$ cat config.mk
export PLATFORM = sky130hd
export DESIGN_NAME = fetch_unit
export DESIGN_NICKNAME = d
export VERILOG_FILES = /design/src/rtl/fetch_unit.sv
export SDC_FILE = /design/constraint.sdc
export NUM_CORES = 1
export LEC_CHECK = 0
export CAP_MARGIN = 30
export CORE_AREA = 2 2 248 250
export CTS_CLUSTER_DIAMETER = 80
export DETAILED_ROUTE_END_ITERATION = 8
export DIE_AREA = 0 0 250 252
export PLACE_DENSITY = 0.41
export SLEW_MARGIN = 20
export SYNTH_ARGS = -nofsm -noshare
export SYNTH_HDL_FRONTEND = slang
export SYNTH_SLANG_ARGS = --single-unit
$ cat constraint.sdc
create_clock -name CLK -period 3.65 [get_ports CLK]
set_input_delay 0.73 -clock CLK [delete_from_list [all_inputs] [get_ports CLK]]
set_output_delay 0.73 -clock CLK [all_outputs]
set_load 0.03 [all_outputs]
$ cat src/rtl/fetch_unit.sv
// Instruction fetch front-end: in-order word requests, variable-latency in-order
// responses, DEPTH-entry {PC, INST} FIFO toward decode, redirect with in-flight drop.
module fetch_unit #(
  parameter logic [31:0] RESET_PC = 32'h0000_0000,
  parameter int          DEPTH    = 4
) (
  input  logic        CLK,
  input  logic        RESET_N,
  input  logic        REDIRECT,
  input  logic [31:0] REDIRECT_PC,
  output logic        IMEM_REQ_VALID,
  input  logic        IMEM_REQ_READY,
  output logic [31:0] IMEM_REQ_ADDR,
  input  logic        IMEM_RSP_VALID,
  input  logic [31:0] IMEM_RSP_DATA,
  output logic        IF_VALID,
  output logic [31:0] IF_PC,
  output logic [31:0] IF_INST,
  input  logic        IF_READY
);

  localparam int AW = $clog2(DEPTH);
  localparam int CW = AW + 1;
  localparam logic [CW:0] DEPTH_W = (CW+1)'(DEPTH);

  typedef logic [CW-1:0] cnt_t;
  typedef logic [AW-1:0] ptr_t;

  logic [31:0] fetch_pc_q, fetch_pc_d;
  logic [31:0] rsp_pc_q, rsp_pc_d;
  cnt_t        live_q, live_d;
  cnt_t        discard_q, discard_d;
  cnt_t        count_q, count_d;
  ptr_t        rd_ptr_q, rd_ptr_d;
  ptr_t        wr_ptr_q, wr_ptr_d;
  logic [31:0] fifo_pc_q   [DEPTH];
  logic [31:0] fifo_inst_q [DEPTH];

  logic [CW:0] live_plus_count;
  logic [CW:0] live_plus_discard;
  logic        accept, rsp_drop, rsp_keep, push, pop;
  logic [31:0] redirect_pc_aligned;
  logic        unused_redirect_low;

  assign redirect_pc_aligned = {REDIRECT_PC[31:2], 2'b00};
  assign unused_redirect_low = ^REDIRECT_PC[1:0];

  assign live_plus_count   = {1'b0, live_q} + {1'b0, count_q};
  assign live_plus_discard = {1'b0, live_q} + {1'b0, discard_q};

  // Credit check: every kept response must have a FIFO slot waiting for it.
  assign IMEM_REQ_VALID = RESET_N && !REDIRECT &&
                          (live_plus_count < DEPTH_W) && (live_plus_discard < DEPTH_W);
  assign IMEM_REQ_ADDR  = fetch_pc_q;

  assign accept   = IMEM_REQ_VALID && IMEM_REQ_READY;
  assign rsp_drop = IMEM_RSP_VALID && (discard_q != '0);
  assign rsp_keep = IMEM_RSP_VALID && (discard_q == '0) && (live_q != '0);
  assign push     = rsp_keep && !REDIRECT;
  assign pop      = (count_q != '0) && IF_READY;

  assign IF_VALID = (count_q != '0);
  assign IF_PC    = fifo_pc_q[rd_ptr_q];
  assign IF_INST  = fifo_inst_q[rd_ptr_q];

  always_comb begin
    fetch_pc_d = fetch_pc_q;
    rsp_pc_d   = rsp_pc_q;
    live_d     = live_q;
    discard_d  = discard_q;
    count_d    = count_q;
    rd_ptr_d   = rd_ptr_q;
    wr_ptr_d   = wr_ptr_q;
    if (REDIRECT) begin
      // Everything still owed to the old stream becomes discard, minus this cycle's arrival.
      discard_d  = discard_q + live_q - cnt_t'(rsp_drop || rsp_keep);
      live_d     = '0;
      count_d    = '0;
      rd_ptr_d   = '0;
      wr_ptr_d   = '0;
      fetch_pc_d = redirect_pc_aligned;
      rsp_pc_d   = redirect_pc_aligned;
    end else begin
      live_d    = live_q + cnt_t'(accept) - cnt_t'(rsp_keep);
      discard_d = discard_q - cnt_t'(rsp_drop);
      count_d   = count_q + cnt_t'(push) - cnt_t'(pop);
      if (accept) fetch_pc_d = fetch_pc_q + 32'd4;
      if (push) begin
        rsp_pc_d = rsp_pc_q + 32'd4;
        wr_ptr_d = wr_ptr_q + AW'(1);
      end
      if (pop) rd_ptr_d = rd_ptr_q + AW'(1);
    end
  end

  always_ff @(posedge CLK or negedge RESET_N) begin
    if (!RESET_N) begin
      fetch_pc_q <= RESET_PC;
      rsp_pc_q   <= RESET_PC;
      live_q     <= '0;
      discard_q  <= '0;
      count_q    <= '0;
      rd_ptr_q   <= '0;
      wr_ptr_q   <= '0;
    end else begin
      fetch_pc_q <= fetch_pc_d;
      rsp_pc_q   <= rsp_pc_d;
      live_q     <= live_d;
      discard_q  <= discard_d;
      count_q    <= count_d;
      rd_ptr_q   <= rd_ptr_d;
      wr_ptr_q   <= wr_ptr_d;
    end
  end

  always_ff @(posedge CLK or negedge RESET_N) begin
    if (!RESET_N) begin
      for (int i = 0; i < DEPTH; i++) begin
        fifo_pc_q[i]   <= '0;
        fifo_inst_q[i] <= '0;
      end
    end else if (push) begin
      fifo_pc_q[wr_ptr_q]   <= rsp_pc_q;
      fifo_inst_q[wr_ptr_q] <= IMEM_RSP_DATA;
    end
  end

  a_credit_bounds: assert property (@(posedge CLK) disable iff (!RESET_N)
    (live_plus_count <= DEPTH_W) && (live_plus_discard <= DEPTH_W));

endmodule
### Word-level counts from Yosys, hierarchy flattened

Cells that the tools add are included.

| word-level totals | value |
|---|---|
| bits in registers | 333 |
| bits in latches | 0 |
| memory bits (writable) | 0 |
| ROM bits | 0 |
| output and inout port bits | 98 |
| memories | 0 |

| cells by class | value |
|---|---|
| add/sub/neg operators | 13 |
| $mul | 0 |
| div/mod/pow operators | 0 |
| magnitude comparators | 5 |
| eq/ne operators | 0 |
| shift-type cells | 0 |
| muxes and demuxes | 21 |
| bitwise operators | 2 |
| reduce and logical (&&, ||, !) cells | 19 |

Operators by type and width:

| kind | number |
|---|---|
| 32-bit two-way mux | 9 |
| 128-bit bitwise mux | 2 |
| 32-bit binary-select mux with 2-bit select | 2 |
| 32-bit by 3-bit adder with 32-bit output (second input constant) | 2 |
| 32-bit demux with 2-bit select | 1 |
| 3-bit by 1-bit subtractor with 3-bit output | 4 |
| 1-bit logical AND | 10 |
| 3-bit two-way mux | 3 |
| 3-bit nonzero test | 3 |
| 3-bit by 3-bit adder with 4-bit output | 2 |
| 4-bit by 3-bit less-than comparator with 1-bit output (second input constant) | 2 |
| 2-bit two-way mux | 4 |
| 3-bit by 1-bit adder with 3-bit output | 2 |
| 3-bit >= comparator (second input constant) | 2 |
| 2-bit inverter with 3-bit output | 2 |
| 2-bit nonzero test | 3 |
| 2-bit by 1-bit adder with 2-bit output (second input constant) | 2 |
| 3-bit adder | 1 |
| 3-bit logical NOT | 1 |
| 3-bit by 1-bit less-than comparator with 1-bit output (second input constant) | 1 |
| 1-bit logical NOT | 1 |
| 1-bit logical OR | 1 |

### Logic depth before layout (Yosys ltp)

Gate-level depths: netlist (run 1).

| logic depth | value |
|---|---|
| word-level depth | 8 |
| mapped depth | 12 |
| gate-level depth less buffers | 12 |

### Least setup slack after synthesis (run 1)

OpenSTA, ideal clock, no wires.

| timing path | value |
|---|---|
| path type | register to register |
| start point | register live_q[2] |
| end point | register live_q[2] |
| arrival time | 3105 ps |
| setup slack | 413 ps |
| cell stages (with the launch flop) | 13 |
| path buffers | 1 |
| cells stage by stage | dfrtp_1 ha_1 or4_1 buf_2 a2111oi_4 inv_1 ha_1 inv_1 ha_1 inv_1 fa_1 xnor2_1 nor2_1 |

| on the way | value |
|---|---|
| longest elaborated chain between the ends | 8 |

RTL lines:

| item | line | source |
|---|---|---|
| start: declaration | 31 | `cnt_t live_q, live_d;` |
| start signal: assignment | 108 | `live_q <= live_d;` |
| 3-bit by 3-bit adder with 4-bit output | 48 | `assign live_plus_count = {1'b0, live_q} + {1'b0, count_q};` |
| 4-bit by 3-bit less-than comparator with 1-bit output | 53 | `(live_plus_count < DEPTH_W) && (live_plus_discard < DEPTH_W);` |
| 1-bit logical AND | 52 | `assign IMEM_REQ_VALID = RESET_N && !REDIRECT &&` |
| 1-bit logical AND | 53 |  |
| 1-bit logical AND | 56 | `assign accept = IMEM_REQ_VALID && IMEM_REQ_READY;` |
| 3-bit by 1-bit adder with 3-bit output | 84 | `live_d = live_q + cnt_t'(accept) - cnt_t'(rsp_keep);` |
| 3-bit by 1-bit subtractor with 3-bit output (*) | 84 |  |
| 3-bit two-way mux (*) | 74 | `if (REDIRECT) begin` |
| net live_d[2] | 31 |  |

The timed path passes the listed nets; every way through them passes the cells marked *.
A chain may end at the register's enable or synchronous reset.

### Worst setup path in the final report (run 1)

| timing path | value |
|---|---|
| start point | register rd_ptr_q[0] |
| end point | output IF_INST[16] |

| on the way | value |
|---|---|
| longest elaborated chain between the ends | 4 |

RTL lines:

| item | line | source |
|---|---|---|
| start: declaration | 34 | `ptr_t rd_ptr_q, rd_ptr_d;` |
| start signal: assignment | 111 | `rd_ptr_q <= rd_ptr_d;` |
| 2-bit inverter with 3-bit output (not written as such) | 64 | `assign IF_INST = fifo_inst_q[rd_ptr_q];` |
| 32-bit binary-select mux with 2-bit select | 64 |  |
| 32-bit two-way mux (not written as such) (2 in series) | 64 |  |
| end: declaration | 18 | `output logic [31:0] IF_INST,` |

Every way passes these cells. The select of a mux whose other input is x is not followed.

==> results of run 1 <==
## cell usage in the layout (no fill, tap or decap), drive strengths merged, types with 2 or more instances in the layout
master / netlist / routed
xor2: 33 / 33
a21boi: 4 / 4
clkbuf: 27 / 63
dfrtp: 321 / 321
nand3: 34 / 34
clkinv: 1 / 6
nand2b: 4 / 4
nor2: 24 / 24
or3: 3 / 3
nor2b: 2 / 2
a21oi: 6 / 6
or4: 4 / 4
clkdlybuf4s50: 0 / 158
nor3: 9 / 9
mux4: 62 / 62
inv: 19 / 21
nand4: 20 / 20
and3: 9 / 9
o21a: 2 / 2
a211o: 2 / 2
o21ai: 39 / 39
o311ai: 5 / 5
and2: 2 / 2
a211oi: 3 / 3
conb: 1 / 4
mux2: 253 / 253
ha: 19 / 19
fa: 3 / 3
a31oi: 2 / 2
or4b: 2 / 2
buf: 38 / 44
and4: 2 / 2
o211ai: 8 / 8
nor4: 13 / 13
nand2: 60 / 60
mux2i: 2 / 2
xnor2: 21 / 21
## cells by family after synthesis
family	Yosys count
buf+inv	85
mux	317
compound gates	76
fa+ha+maj	22
xor+xnor	54
flops	321
simple gates	192
other cells	1
## synthesized netlist by cell type, drive strengths merged, types with 3 or more instances
master,instances,area [um2]
or3,3,18.8
mux2,253,2850
nand2,60,233
o211ai,8,60.1
dfrtp,321,8030
nor2,24,90.1
inv,19,71.3
nand4,20,125
or4,4,30.0
nor4,13,93.8
clkbuf,27,101
a21oi,6,30.0
and3,9,56.3
fa,3,60.1
o21ai,39,195
xor2,33,289
ha,19,238
mux4,62,1400
buf,38,190
xnor2,21,184
a211oi,3,22.5
nor3,9,45.0
a21boi,4,30.0
o311ai,5,43.8
nand2b,4,25.0
nand3,34,170
## power by group
part	internal, mW	switching [mW]	total [mW]
combinational	1.10	1.17	2.27
clock	2.50	1.59	4.09
sequential	3.82	0.328	4.15
total	7.42	3.09	10.5
## final cells by class
cell class	instances	area [um2]	area share
Clock buffer	63	1290	0.0675
Inverter	20	75.1	0.00392
Timing Repair Buffer	203	2100	0.110
Tap cell	782	978	0.0512
Clock inverter	9	80.1	0.00419
Multi-Input combinational cell	665	6570	0.343
Sequential cell	321	8040	0.420
## through the flow
| step | util | instances | total power, mW |
|---|---|---|---|
| after floorplan | - | 1071 | 5.51 |
| after global placement | 0.295 | 1989 | 6.52 |
| after detailed placement | 0.295 | 1989 | 6.54 |
| after CTS | 0.318 | 2062 | 10.7 |
| after global routing | 0.318 | 2063 | 11.0 |
| final | 0.318 | 2063 | 10.5 |
## state kept, by name (all words and copies together), names as in the netlist
name,cells
count_q,3
live_q,3
IMEM_REQ_ADDR,30
discard_q,3
rd_ptr_q,2
rsp_pc_q,30
fifo_inst_q,128
wr_ptr_q,2
fifo_pc_q,120
## final timing paths
kind,to,start,slack (ps)
max in group asynchronous,IMEM_REQ_ADDR[16],RESET_N,1130
min in group asynchronous,IMEM_REQ_ADDR[21],RESET_N,600
worst min-delay path,fifo_pc_q[18],fifo_pc_q[18],500
worst min register to register,fifo_pc_q[18],fifo_pc_q[18],500
worst max-delay path,IF_INST[16],rd_ptr_q[0],250
worst max register to register,live_q[2],live_q[2],530
## worst max-delay path: stages, from the launching register on
cell	delay, ps
sky130_fd_sc_hd__dfrtp_4	680
sky130_fd_sc_hd__buf_4	270
sky130_fd_sc_hd__mux4_2	510
sky130_fd_sc_hd__clkdlybuf4s50_1	650
## metal layers
layer,vias up,track usage
li1,4291,-
met1,4849,0.183
met2,200,0.212
met3,53,0.0311
met4,0,0.0346
met5,-,0
## repair_timing
action,in CTS,in global routing
hold endpoints to repair,9,0
hold buffers,1,0
setup buffers,0,0
==> qor.txt, run 1 <==
Setup Slack @ Placement -> 225 ps
Total wirelength of the detailed-routed design -> 41.2 mm
Number of routed nets with antenna violations -> 0
Length of routed met2 wiring -> 18.8 mm
Critical path class -> flip-flop to output pin
Min setup slack post-route -> 252 ps
Starting density of the core -> 0.248
Number of stages on the worst hold path -> 1
Clock Root Buffer -> sky130_fd_sc_hd__clkbuf_16
Peak supply drop -> 0.243 mV
Routed via count -> 9393
Cell area after layout -> 19100 um2
Minimum clock period -> 3400 ps
Length of routed met3 wiring -> 2.05 mm
Leakage -> 8.62 nW
DPL Wire Length -> 28.0 mm
Synthesized area -> 14900 um2
Dominant combinational cell family by area after synthesis -> multiplexers
Kind of path behind the tightest hold check -> flip-flop to flip-flop
Pins Over Slew Limit -> 0
Routability cong. -> 0.796
Fill cell instance count of the final layout -> 6023
Width of the die -> 250 um
Mux share of post-synthesis cell area -> 0.286
Highest Clock Rate -> 294 MHz
Antenna violations before repair -> 0
Final worst-path cycle share -> 0.931
Rel. slew slack -> 0.438
Port Buffers -> 161
Final nets -> 1344
Number of buffers on the longest clock path -> 3
Post-route clock skew -> 14.4 ps
Final setup fails -> 0
Later-pin clock latency in the skew report -> 550 ps
Routed vias/inst -> 4.55
Drt wl/cell -> 20.0 um
RSZ-0062 raised after global routing -> false
# H-tree levels -> 2
Post-synthesis adder-cell area fraction -> 0.0200
Parity-gate share of the synthesized area counting xor and xnor cells -> 0.0317
Grt ovf -> 0
Post-synthesis compound-gate area fraction -> 0.0330
Overall fraction of global-route tracks in use -> 0.134
Die height -> 252 um
Area of the placeable core -> 60100 um2
Arrival time of data at the critical path endpoint -> 2670 ps
Total power density per cell area -> 549 nW/um2
Post-cts repair resize count -> 0
Proportion of synthesized flip-flops having asynchronous set or reset -> 1.00
Critical Path End Type -> output pin
Post-synth EDFFs -> 0
Share of layout cells above drive strength 1 -> 0.345
Wire length of the first global-routing pass -> 64.9 mm
Number of synthesized register bits -> 321
Final hold vios -> 0
Flip-flop cell with the highest count after synthesis -> sky130_fd_sc_hd__dfrtp_1
Post-synthesis instance total -> 1068
Iter 0 DRT Violations -> 418
Highest routing layer actually used -> met4
Fraction of the yosys area taken by sequential cells -> 0.539
Count of antenna diodes in the layout -> 0
Synth Area in Simple Gates -> 0.0660
Maximum number of pins on one net before global-route repair -> 128
Category of the worst setup path launch point -> flip-flop
Ports placed on the boundary -> 168
Sink count of the clock tree -> 321
Run status -> finished clean
Number of global-route vias before repair -> 10500
Clk pin slew, worst setup/hold paths -> 50 ps
CTS tree -> yes
Reported max-cap violation count -> 0
Residual DRC -> 0
Cell depth of the worst flop-to-flop path -> 11
Worst slew pin tran -> 836 ps
Synthesis-to-finish area growth -> 28.2%
TritonCTS buffer count -> 41
Final worst hold slack -> 497 ps
Synth Area per Inst -> 14.0 um2
Number of iterations in the first detailed-routing pass -> 5
Placement row count -> 90
Data required time at the worst endpoint -> 2920 ps
Worst-path maximum fanout -> 17
Die outline area -> 63000 um2
Count of synthesis-stage warnings from yosys -> 0
Cell area after placement -> 17700 um2
Number of library cell types mapped by synthesis -> 52
Sum Neg Setup Slack -> 0 ps
Post-route met1 wirelength -> 19.5 mm
(Power assumes the default switching activity.)
==> run 2: changes to the inputs <==
ABC_AREA = 1   (was default)
CORE_AREA = 2 2 256 258   (was 2 2 248 250)
DIE_AREA = 0 0 258 260   (was 0 0 250 252)
MAX_ROUTING_LAYER = met4   (was default)
PLACE_DENSITY = 0.4   (was 0.41)
SLEW_MARGIN = 30   (was 20)
==> run 2 against run 1 <==
  * Count of clock-buffer cells in the layout is 3 lower
  * Clock skew up 2.9 ps
  * First-iteration DRC count is 110% higher
  * Via count rose by 46%
  * Combinational power rose by 110%
==> qor.txt, run 2 <==
Minimum clock period -> 3540 ps (+143 ps)
Category of the worst setup path launch point -> flip-flop
Synth cell count leaders -> sky130_fd_sc_hd__nand2_1 (576), sky130_fd_sc_hd__dfrtp_1 (321), sky130_fd_sc_hd__nor2_1 (223)
Dominant combinational cell family by area after synthesis -> simple AND/OR/NAND/NOR gates
Leakage -> 9.00 nW (+4.4%)
Final setup fails -> 0 (unchanged)
RSZ-0062 raised after global routing -> false
Share of layout cells above drive strength 1 -> 0.0564 (-0.289)
Total power density per cell area -> 669 nW/um2 (+22%)
Cell area after placement -> 18200 um2 (+2.9%)
Post-synthesis adder-cell area fraction -> 0.0187 (-0.00128)
Most used cells in the layout excluding fill and tap cells -> sky130_fd_sc_hd__nand2_1 (576), sky130_fd_sc_hd__dfrtp_1 (319), sky130_fd_sc_hd__nor2_1 (223)
Final nets -> 2224 (+65%)
Die outline area -> 67100 um2 (+6.5%)
Number of library cell types mapped by synthesis -> 37 (-29%)
Later-pin clock latency in the skew report -> 570 ps (+20 ps)
Worst-path maximum fanout -> 19 (+2)
Sink count of the clock tree -> 321 (unchanged)
Synthesized area -> 15900 um2 (+6.8%)
Post-CTS Setup Inserts -> 0 (unchanged)
Number of synthesized register bits -> 321 (unchanged)
Portion of synthesized cell area occupied by the leading cell type -> 0.504 (-0.0345)
Flip-flop cell with the highest count after synthesis -> sky130_fd_sc_hd__dfrtp_1
Reported max-cap violation count -> 0 (unchanged)
Synth Area per Inst -> 7.92 um2 (-43%)
Data required time at the worst endpoint -> 2920 ps (about the same)
Fill cell instance count of the final layout -> 6863 (+14%)
Mux share of post-synthesis cell area -> 0 (-0.286)
Worst slew pin tran -> 840 ps (+3.36 ps)
Setup Slack @ Placement -> 590 ps (+365 ps)
Largest registers in the final layout -> fifo_inst_q: 128 flops, fifo_pc_q: 120 flops
Post-route clock skew -> 17.4 ps (+2.92 ps)
Critical path class -> flip-flop to output pin
Peak supply drop -> 0.279 mV (+15%)
Final worst hold slack -> 477 ps (-20.4 ps)
Pins Over Slew Limit -> 0 (unchanged)
Run status -> finished clean
Iter 0 DRT Violations -> 858 (+110%)
Final hold vios -> 0 (unchanged)
Number of buffers on the longest clock path -> 3 (unchanged)
Number of global-route vias before repair -> 13500 (+29%)
Area of the multi-input gates -> 6710 um2 (+2.2%)
Maximum number of pins on one net before global-route repair -> 111 (-13%)
Final worst-path cycle share -> 0.970 (+0.0392)
Width of the die -> 258 um (+3.2%)
Highest Clock Rate -> 282 MHz (-4.0%)
Post-synth EDFFs -> 0 (unchanged)
Clk pin slew, worst setup/hold paths -> 60 ps (about the same)
Kind of path behind the tightest hold check -> flip-flop to flip-flop
Cell area after layout -> 19600 um2 (+2.7%)
Parity-gate share of the synthesized area counting xor and xnor cells -> 0.0132 (-0.0185)
Overall fraction of global-route tracks in use -> 0.155 (+0.0210)
Total wirelength of the detailed-routed design -> 51.1 mm (+24%)
Ports placed on the boundary -> 168 (unchanged)
Synthesis-to-finish area growth -> 23.2%
Residual DRC -> 0 (unchanged)
Antenna violations before repair -> 0 (unchanged)
Number of iterations in the first detailed-routing pass -> 5 (unchanged)
Die height -> 260 um (+3.2%)
TritonCTS buffer count -> 42 (+2.4%)
Count of synthesis-stage warnings from yosys -> 0 (unchanged)
Fraction of the yosys area taken by sequential cells -> 0.504 (-0.0345)
Synth Area in Simple Gates -> 0.234 (+0.168)
Max reg flops -> 128 (unchanged)
Routed via count -> 13700 (+46%)
Drt wl/cell -> 16.9 um (-15%)
Post-synthesis compound-gate area fraction -> 0.154 (+0.121)
Grt ovf -> 0 (unchanged)
Post-synthesis instance total -> 2011 (+88%)
Cells taking the most area after synthesis -> sky130_fd_sc_hd__dfrtp_1 (50%), sky130_fd_sc_hd__nand2_1 (14%), sky130_fd_sc_hd__o21ai_1 (6.6%)
Clock Root Buffer -> sky130_fd_sc_hd__clkbuf_16
Routed vias/inst -> 4.54 (-0.35%)
Largest register by flop count -> fifo_inst_q
Placement row count -> 93 (+3.3%)
Arrival time of data at the critical path endpoint -> 2810 ps (+140 ps)
Register area -> 8040 um2 (about the same)
Area of the placeable core -> 64100 um2 (+6.6%)
Min setup slack post-route -> 108 ps (-143 ps)
Synth area leader -> sky130_fd_sc_hd__dfrtp_1
Proportion of synthesized flip-flops having asynchronous set or reset -> 1.00 (unchanged)
Most frequently used cell type in the post-synthesis netlist -> sky130_fd_sc_hd__nand2_1
# H-tree levels -> 2 (unchanged)
Commonest non-fill, non-tap cell in the layout -> sky130_fd_sc_hd__nand2_1
DPL Wire Length -> 32.0 mm (+14%)
CTS tree -> yes
Count of antenna diodes in the layout -> 0 (unchanged)
Number of routed nets with antenna violations -> 0 (unchanged)
Port Buffers -> 161 (unchanged)
Starting density of the core -> 0.249 (+0.000496)
Routability cong. -> 0.839 (+5.4%)
Critical Path End Type -> output pin
Sum Neg Setup Slack -> 0 ps (unchanged)
Rel. slew slack -> 0.440 (+0.00178)
Wire length of the first global-routing pass -> 78.9 mm (+21%)
-- run 2: critical path: stages, from the launching register on --
cell and delay, ps:
sky130_fd_sc_hd__dfrtp_2 430, sky130_fd_sc_hd__inv_2 360, sky130_fd_sc_hd__buf_4 300, sky130_fd_sc_hd__o21ai_0 110, sky130_fd_sc_hd__o22ai_1 300, sky130_fd_sc_hd__clkdlybuf4s50_1 740
-- run 2: what timing repair did --
action | in CTS | in global routing
resized for setup | 1 | 2
endpoints found under the hold margin | 20 | 0
hold buffers | 1 | 0
gates cloned | 0 | 1
setup endpoints to repair | 2 | 7
pin swaps | 0 | 0
-- run 2: final cells by class --
class                      instances  share of cell area
timing repair buffer             188              0.0994
clock buffer                      60              0.0621
inverter                         139              0.0266
sequential                       321               0.409
clock inverter                    14             0.00637
tap                              855              0.0545
multi-input combinational       1440               0.342
-- run 2: worst paths after layout --
check / cells past startpoint / slack [ps] / start / endpoint
min in group asynchronous: 2 / 590 / RESET_N / fifo_inst_q[119]
min: 2 / 480 / fifo_pc_q[63] / fifo_pc_q[63]
max in group asynchronous: 4 / 1430 / RESET_N / IMEM_REQ_ADDR[29]
max: 5 / 110 / rd_ptr_q[1] / IF_PC[9]
max reg2reg: 14 / 1000 / live_q[1] / live_q[2]
min reg2reg: 2 / 480 / fifo_pc_q[63] / fifo_pc_q[63]
-- run 2: kinds of logic (layout without fill, tap and decap cells) --
logic type               after synthesis  in the layout
XOR/XNOR                              24             24
buffers and inverters                253            401
flip-flops                           321            321
AO/OA/AOI/OAI                        465            465
AND/OR/NAND/NOR                      925            925
adder cells (fa/ha/maj)               22             22
other                                  1              4
-- run 2: power breakdown --
part / total, mW / switching [mW] / internal (mW) / leakage [nW]
combinational: 4.76 / 2.97 / 1.79 / 3.99
clock: 4.04 / 1.64 / 2.40 / 0.669
sequential: 4.34 / 0.376 / 3.96 / 4.34
total: 13.1 / 4.99 / 8.15 / 9.00
-- run 2: stage by stage --
stage	instances	total power [mW]	utilization
after floorplan	2014	7.15	-
after global placement	2941	9.14	0.284
after detailed placement	2941	9.17	0.284
after CTS	3016	13.3	0.306
after global routing	3017	14.0	0.306
final	3017	13.1	0.306
-- run 2: per-layer routing --
layer / wire [um] / GRT usage / vias up / share of wire
li1: - / - / 6799 / -
met4: 951 / 0.0356 / 0 / 0.019
met5: 0 / - / - / 0
met3: 2460 / 0.0295 / 62 / 0.048
met2: 23300 / 0.245 / 298 / 0.46
met1: 24400 / 0.204 / 6529 / 0.48
==> run 3: changes to the inputs <==
==> constraint.sdc (replaced) <==
create_clock -name CLK -period 3.65 [get_ports CLK]
set_input_delay 1.095 -clock CLK [delete_from_list [all_inputs] [get_ports CLK]]
set_output_delay 1.095 -clock CLK [all_outputs]
set_load 0.03 [all_outputs]
==> run 3 against run 2 <==
  * Sequential share of layout area down 0.81 points
  * First-iteration DRC count up 1.7%
  * Routed wire length down 0.71%
  * Core utilization up 0.62 points
  * Register-to-register slack better by 180 ps
  * Count of clock-buffer cells in the layout up 1
  * Highest routed layer unchanged
  * Design area up 2.0%
  * Via count down 0.59%
  * Global-route usage up 0.28 points
  * Maximum frequency up 1.2%
  * Non-clock buffer count up 8
  * Sequential power about the same
  * Critical endpoint is now IF_INST[31]
==> qor.txt, run 3 (same netlist as run 2, synthesis figures left out) <==
Run status -> finished clean
FF-to-FF setup slack -> 1180 ps (+180 ps)
Number of iterations in the first detailed-routing pass -> 4 (-1)
Final nets -> 2233 (+0.40%)
Iter 0 DRT Violations -> 873 (+1.7%)
Worst slew pin tran -> 828 ps (-11.5 ps)
Antenna violations before repair -> 0 (unchanged)
Post-route core utilization -> 0.313 (+0.00621)
Largest registers in the final layout -> fifo_inst_q: 128 flops, fifo_pc_q: 120 flops
Routability cong. -> 0.854 (+1.8%)
Reg2reg start -> live_q[1]
Routed vias/inst -> 4.50 (-0.89%)
Final worst-path cycle share -> 0.959 (-0.0112)
Largest register by flop count -> fifo_inst_q
TritonCTS buffer count -> 43 (+2.4%)
Placement row count -> 93 (unchanged)
Critical path class -> flip-flop to output pin
Post-route met1 wirelength -> 23.7 mm (-2.8%)
Critical Path End Type -> output pin
Data required time at the worst endpoint -> 2550 ps (-370 ps)
Number of buffers on the longest clock path -> 3 (unchanged)
Most used cells in the layout excluding fill and tap cells -> sky130_fd_sc_hd__nand2_1 (576), sky130_fd_sc_hd__dfrtp_1 (319), sky130_fd_sc_hd__nor2_1 (223)
CTS tree -> yes
Category of the worst setup path launch point -> flip-flop
Clk pin slew, worst setup/hold paths -> 60 ps (about the same)
Cell Count, Final, Fillers Out -> 3026 (+0.30%)
Reported max-cap violation count -> 0 (unchanged)
Peak supply drop -> 0.235 mV (-16%)
Total wirelength of the detailed-routed design -> 50.7 mm (-0.71%)
Worst-path maximum fanout -> 55 (+36)
Sink count of the clock tree -> 321 (unchanged)
Largest stage delay, worst path -> 720 ps (-20 ps)
Drt wl/cell -> 16.8 um (-1.0%)
Number of global-route vias before repair -> 13700 (+1.7%)
Kind of path behind the tightest hold check -> input pin to async pin
Minimum clock period -> 3500 ps (-40.9 ps)
RSZ-0062 raised after global routing -> false
Leakage -> 9.32 nW (+3.6%)
Total placed cells including tap cells -> 2950 (+0.31%)
Rel. slew slack -> 0.447 (+0.00767)
Final hold vios -> 0 (unchanged)
Length of routed met3 wiring -> 2.61 mm (+6.0%)
Post-CTS Setup Inserts -> 0 (unchanged)
Final worst hold slack -> 352 ps (-125 ps)
Residual DRC -> 0 (unchanged)
Share of layout cells above drive strength 1 -> 0.0829 (+0.0265)
Die outline area -> 67100 um2 (unchanged)
Cell depth of the worst flop-to-flop path -> 13 (-1)
Maximum number of pins on one net before global-route repair -> 109 (-1.8%)
Max reg flops -> 128 (unchanged)
# H-tree levels -> 2 (unchanged)
DPL Wire Length -> 32.7 mm (+2.2%)
Clock Root Buffer -> sky130_fd_sc_hd__clkbuf_16
Commonest non-fill, non-tap cell in the layout -> sky130_fd_sc_hd__nand2_1
Total buffers and inverters traversed by the critical path -> 2 (-1)
Later-pin clock latency in the skew report -> 580 ps (about the same)
Width of the die -> 258 um (unchanged)
Critical-path cell list -> buf_16, o21ai_0, o22ai_1, clkdlybuf4s50_1
Arrival time of data at the critical path endpoint -> 2410 ps (-400 ps)
Family of cells with the greatest summed delay on the critical path -> buffers and inverters
Synthesis-to-finish area growth -> 25.7%
Routed via count -> 13600 (-0.59%)
Highest routing layer actually used -> met4
Length of routed met2 wiring -> 23.1 mm (-0.65%)
Grt ovf -> 0 (unchanged)
Count of antenna diodes in the layout -> 0 (unchanged)
Port Buffers -> 161 (unchanged)
Area of the placeable core -> 64100 um2 (unchanged)
Post-route clock skew -> 15.9 ps (-1.46 ps)
Wire length of the first global-routing pass -> 80.1 mm (+1.6%)
Die height -> 260 um (unchanged)
FF-to-FF End -> live_q[2]
Ports placed on the boundary -> 168 (unchanged)
Cell with the biggest individual delay on the critical path -> sky130_fd_sc_hd__clkdlybuf4s50_1
Total power density per cell area -> 690 nW/um2 (+3.2%)
Overall fraction of global-route tracks in use -> 0.157 (+0.00279)
Final setup fails -> 0 (unchanged)
Sum Neg Setup Slack -> 0 ps (unchanged)
Number of routed nets with antenna violations -> 0 (unchanged)
Starting density of the core -> 0.249 (unchanged)
Post-CTS Hold Fix Bufs -> 0 (-1)
Highest Clock Rate -> 286 MHz (+1.2%)
Pins Over Slew Limit -> 0 (unchanged)
run 3: changes by cell type in the layout (fill, tap and decap cells not counted), sizes merged, moves of 3 or more:
cell / previous run / this run
clkdlybuf4s50: 156 / 105
buf: 29 / 84
inv: 138 / 141
clkinv: 14 / 6
bufinv: 1 / 5
dlymetal6s2s: 1 / 5
run 3: worst max path at each step:
stage / from / end / slack (ps) / depth (start not counted)
6_report: rd_ptr_q[0] / IF_INST[31] / 150 / 4
3_3_place_gp: IMEM_RSP_VALID / count_q[2] / 340 / 11
3_5_place_dp: IMEM_RSP_VALID / count_q[2] / 390 / 11
2_1_floorplan: RESET_N / live_q[2] / 810 / 11
4_1_cts: rd_ptr_q[1] / IF_INST[14] / 5 / 4
5_1_grt: rd_ptr_q[0] / IF_INST[31] / 9 / 4
run 3: timing repair:
item,CTS,global route
gates cloned,1,0
endpoints found under the setup margin,27,6
hold endpoints to repair,0,0
resized for setup,6,6
run 3: per-stage QoR:
stage | area [um2] | total power [mW] | setup WS (ps)
2_1_floorplan | 15900 | 7.15 | 813
3_3_place_gp | 18500 | 9.49 | 338
3_5_place_dp | 18500 | 9.52 | 392
4_1_cts | 20000 | 14.1 | 5.20
5_1_grt | 20000 | 14.7 | 8.64
6_report | 20000 | 13.8 | 149
run 3: final cells by class:
class                      count  area [um2]
clock inverter                14         235
multi-input combinational   1440        6720
inverter                     139         529
clock buffer                  61        1230
tap                          855        1070
sequential                   321        8040
fill                        6863       44100
timing repair buffer         196        2210
run 3: power breakdown:
| part | leakage, nW | switching [mW] | internal [mW] | total [mW] |
|---|---|---|---|---|
| clock network | 0.720 | 1.70 | 2.72 | 4.41 |
| logic | 4.26 | 3.05 | 2.05 | 5.10 |
| registers | 4.34 | 0.357 | 3.97 | 4.32 |
run 3: routing by layer:
layer	global-route usage	vias up
li1	-	6826
met1	0.205	6393
met2	0.248	315
met3	0.0299	73
met4	0.0482	0
met5	-	-
